### config.mk
export PLATFORM = sky130hd
export DESIGN_NAME = if_stage_fetch
export DESIGN_NICKNAME = d
export VERILOG_FILES = /design/src/rtl/if_stage_fetch.sv
export SDC_FILE = /design/constraint.sdc
export NUM_CORES = 1
export LEC_CHECK = 0
export CAP_MARGIN = 20
export CORE_UTILIZATION = 35
export DETAILED_ROUTE_END_ITERATION = 8
export PLACE_DENSITY_LB_ADDON = 0.12
export SLEW_MARGIN = 30
export SYNTH_ARGS = -nofsm -noshare
export SYNTH_HDL_FRONTEND = slang
export SYNTH_SLANG_ARGS = --single-unit
### constraint.sdc
create_clock -name clk -period 7.6 [get_ports clk]
set_clock_uncertainty 0.1 [all_clocks]
set_input_delay 1.52 -clock clk [delete_from_list [all_inputs] [get_ports clk]]
set_output_delay 1.52 -clock clk [all_outputs]
set_load 0.05 [all_outputs]
### src/rtl/if_stage_fetch.sv
// Instruction-fetch stage with IF/ID pipeline register.
// Owns the PC, keeps at most one instruction-memory request in flight, absorbs one
// response in a depth-1 skid buffer while decode is stalled, and flushes on EX redirects.
module if_stage_fetch #(
  parameter logic [31:0] RESET_PC  = 32'h0000_0000,
  parameter logic [31:0] NOP_INSTR = 32'h0000_0013
) (
  input  logic        clk,
  input  logic        rst,
  output logic        imem_req,
  output logic [31:0] imem_addr,
  input  logic        imem_rvalid,
  input  logic [31:0] imem_rdata,
  input  logic        stall_d,
  input  logic        redirect_e,
  input  logic [31:0] redirect_pc,
  output logic [31:0] instr_d,
  output logic [31:0] pc_d,
  output logic [31:0] pc_plus4_d,
  output logic        valid_d
);

  typedef enum logic [1:0] {
    StRun,
    StHold,
    StDiscard
  } state_e;

  state_e      state;
  logic [31:0] pc_f;
  logic [31:0] req_pc;
  logic        outstanding;
  logic [31:0] skid_instr;
  logic [31:0] skid_pc;
  logic        resp;

  assign imem_addr = pc_f;

  // Only a response to our own request counts; anything else is stale.
  assign resp = imem_rvalid && outstanding;

  // A new request may be issued in the same cycle the previous one is consumed.
  always_comb begin
    imem_req = !rst && !redirect_e && (state == StRun) &&
               (!outstanding || (imem_rvalid && !stall_d));
  end

  // PC, request tracking, skid buffer, state and IF/ID register.
  always_ff @(posedge clk) begin
    if (rst) begin
      state       <= StRun;
      pc_f        <= RESET_PC;
      req_pc      <= RESET_PC;
      outstanding <= 1'b0;
      skid_instr  <= NOP_INSTR;
      skid_pc     <= 32'h0;
      valid_d     <= 1'b0;
      instr_d     <= NOP_INSTR;
      pc_d        <= 32'h0;
      pc_plus4_d  <= 32'h0;
    end else if (redirect_e) begin
      pc_f       <= redirect_pc;
      valid_d    <= 1'b0;
      instr_d    <= NOP_INSTR;
      skid_instr <= NOP_INSTR;
      skid_pc    <= 32'h0;
      if (state == StDiscard) begin
        // Still waiting for the stale response; a same-cycle arrival retires it.
        if (imem_rvalid) begin
          outstanding <= 1'b0;
          state       <= StRun;
        end
      end else if (outstanding && !imem_rvalid) begin
        state <= StDiscard;
      end else begin
        // Any response arriving this cycle belongs to the wrong path and is dropped.
        outstanding <= 1'b0;
        state       <= StRun;
      end
    end else begin
      if (imem_req) begin
        req_pc      <= pc_f;
        pc_f        <= pc_f + 32'd4;
        outstanding <= 1'b1;
      end
      case (state)
        StRun: begin
          if (resp && !stall_d) begin
            valid_d    <= 1'b1;
            instr_d    <= imem_rdata;
            pc_d       <= req_pc;
            pc_plus4_d <= req_pc + 32'd4;
          end else if (resp && stall_d) begin
            skid_instr  <= imem_rdata;
            skid_pc     <= req_pc;
            outstanding <= 1'b0;
            state       <= StHold;
          end else if (!stall_d) begin
            valid_d <= 1'b0;
            instr_d <= NOP_INSTR;
          end
        end
        StHold: begin
          if (!stall_d) begin
            valid_d    <= 1'b1;
            instr_d    <= skid_instr;
            pc_d       <= skid_pc;
            pc_plus4_d <= skid_pc + 32'd4;
            state      <= StRun;
          end
        end
        StDiscard: begin
          if (imem_rvalid) begin
            outstanding <= 1'b0;
            state       <= StRun;
          end
        end
        default: state <= StRun;
      endcase
    end
  end

endmodule

==> impl_metrics.toml <==
[grt]
grt_pass1_wl_um = 46400
first_global_vias = 8344
grt_overflow = 0
antenna_found_initial = 0
grt_util_all_layers = 0.198
grt_max_degree = 77

[setup_path]
path_delay_family = "buffers and inverters"
critical_path.max_stage_delay_ns = 0.61
cp-end-kind = "output pin"
crit_buf_inv = 4
critPathLaunchType = "input port"
arrival_ns = 3.67
cp.required_ns = 5.98
crit_chain = "clkdlybuf4s50_1, nand2b_1, a211oi_4, nand2_1, buf_4, inv_1, buf_12"
critical_path.max_fanout = 40
path_class = "in -> out"
worst_path_max_delay_cell = "a211oi_4"

[pwr]
power_per_cell_area_mw_per_mm2 = 216
p_sw_frac = 0.254
combPwrFrac = 0.103
leakage_nw = 4.44
switchingPower_w = 0.000711
p_clk_frac = 0.453
vdd_drop_max_mv = 0.113
internal_power_w = 0.00209
sequentialPowerShare = 0.444

[status]
status = "complete, no violations"

[finish]
nFillCells = 2831
num-nets-final = 1483
final_cells = 1808
area_growth_syn_to_layout_pct = 31.7
drive_gt1_frac = 0.0559
antenna_cells = 0

[timing]
timing.setup.tns_ns = 0
max_slew.worst_pin.slew_ns = 0.830
holdWs_ns = 0.350
layout_min_cycle_time_ns = 5.29
setup-violations-final = 0
fmax_ghz = 0.189
fin_crit_sh = 0.697
slew_violations = 0
hold_viol_final = 0
finalWorstSetupSlack_ns = 2.31
relSlewSlack = 0.442
rsz0062_at_grt = "no"

[synthesis]
netlist_instances = 1263
synth_area_leaders = "dfxtp_1 (46%), nand2_1 (12%), a21oi_1 (7.6%), nor2_1 (4.3%), mux2i_1 (3.8%)"
ys.flop_type = "dfxtp_1"
yosysTopAreaCellShare = 0.459
synth.distinct_cells = 62
ys_ff_latch = 226
synth.avg_cell_area_um2 = 7.81
synth_nets = 1334
synth-async-reset-ratio = 0
yosysTopAreaCell = "dfxtp_1"
yosysSeqAreaShare = 0.459
synth_enable_flop_cells = 0
synth_area_mm2 = 0.00986
yosysMostFrequentCell = "nand2_1"
yosysWarnings = 0
synth_common_cells = "nand2_1 (323), dfxtp_1 (226), a21oi_1 (150)"

[cts]
numCtsBuffers = 26
cts_setup_buffers = 0
cts-root-buf = "clkbuf_16"
cts_tree = "yes"
postCtsHoldBufs = 0
cts.sinks = 226
cts.clk_slew.worst_paths_ns = 0.05
ctsLongestPathBuffers = 3
insertion_delay_ns = 0.52
ctsResizeCount = 0
h-tree-depth = 1

[floorplanning]
fp.dieW_um = 170
initial_core_util = 0.355
fp.dieH_um = 170
rows = 61
ios = 199
die_area_mm2 = 0.0289
core_mm2 = 0.0278

[route]
final_antenna_net_count = 0
num_vias = 9268
drc = 0
drt-pass1-iter-count = 5
drtIter0Drc = 749
postRouteWirelength_um = 29100
wl_per_cell_um = 16.1
viasPerCell = 5.13

[place]
hpwl_um = 19500
portBuffers = 198
place_ws_ns = 2.07
dp.cells = 1762
gp_congestion = 0.780

[worst_hold_path]
hp-class = "reg -> reg"

[flow_run]
drv_cap = 0
==> state kept, by name, indices dropped and copies added (netlist names) <==
name,cells
pc_d,32
imem_addr,32
pc_plus4_d,30
req_pc,32
instr_d,32
state,2
outstanding,1
skid_pc,32
skid_instr,32
valid_d,1
==> kinds of logic after synthesis <==
kind of cell | Yosys count | share of synthesized area
AOI/OAI and AO/OA | 269 | 0.172
xor gates and xnor gates | 23 | 0.0204
adders and majority gates | 2 | 0.00254
buffers and inverters | 103 | 0.0417
DFF | 226 | 0.459
muxes | 42 | 0.0455
and+or+nand+nor | 598 | 0.259
==> worst paths after layout <==
path	from	endpoint	slack, ns	depth (start not counted)
min reg2reg	pc_plus4_d[7]$_SDFFE_PP0P_	pc_plus4_d[7]$_SDFFE_PP0P_	0.35	2
max	stall_d	imem_req	2.31	7
min	pc_plus4_d[7]$_SDFFE_PP0P_	pc_plus4_d[7]$_SDFFE_PP0P_	0.35	2
max reg2reg	state[1]$_SDFFE_PP0P_	pc_plus4_d[26]$_SDFFE_PP0P_	3.48	9
==> metal layers <==
layer  vias to the layer above  part of all wire  global-route usage  wire (um)
li1                       4718                 -                   -          -
met1                      4275              0.52               0.311      15100
met2                       251              0.41               0.281      11900
met3                        24             0.061              0.0328       1770
met4                         0             0.012              0.0349        339
met5                         -                 0                   0          0
==> cells in the final DEF, fill, tap and decap left out, drive strengths merged, types with 6 or more instances in the layout <==
cell type / netlist / layout
a221oi: 23 / 23
a21oi: 150 / 150
o22ai: 6 / 6
nand3: 31 / 31
xor2: 9 / 9
xnor2: 14 / 14
o21ai: 13 / 13
o211ai: 10 / 10
nand4: 18 / 18
nand2: 323 / 323
and3: 20 / 20
nor4: 7 / 7
nand2b: 6 / 6
buf: 19 / 18
a211oi: 19 / 19
clkbuf: 73 / 38
clkdlybuf4s50: 0 / 195
inv: 10 / 10
nor2: 113 / 113
mux2i: 39 / 39
nor3: 57 / 57
a31oi: 7 / 7
dfxtp: 226 / 226
==> area by class of cell <==
| class | instances | area, um^2 | area share |
|---|---|---|---|
| multi-input combinational | 934 | 4980 | 0.383 |
| tap | 378 | 473 | 0.0364 |
| inverter | 11 | 41.3 | 0.00318 |
| clock inverter | 8 | 98.8 | 0.00761 |
| clock buffer | 38 | 777 | 0.0598 |
| timing repair buffer | 213 | 2100 | 0.161 |
| sequential | 226 | 4520 | 0.348 |
==> through the flow <==
| step | total power, W | utilization | instance area (um^2) |
|---|---|---|---|
| floorplan | 0.00144 | - | 9860 |
| global route | 0.00292 | 0.468 | 13000 |
| CTS | 0.00284 | 0.467 | 13000 |
| detailed placement | 0.00156 | 0.436 | 12100 |
| finish | 0.00280 | 0.468 | 13000 |
| global placement | 0.00156 | 0.435 | 12100 |
==> power groups by stage <==
stage / clock network [W] / registers [W] / logic [W]
3_3_place_gp: 0 / 0.00127 / 0.000290
5_1_grt: 0.00136 / 0.00125 / 0.000312
4_1_cts: 0.00131 / 0.00124 / 0.000292
3_5_place_dp: 0 / 0.00127 / 0.000291
6_report: 0.00127 / 0.00124 / 0.000290
2_1_floorplan: 0 / 0.00133 / 0.000111
==> tightest hold or removal path, stage by stage, from the launching register on <==
cell and delay, ns:
dfxtp_1 0.31, nand2_1 0.05, a21oi_1 0.05
No activity file was read; power rests on OpenSTA's default activity.
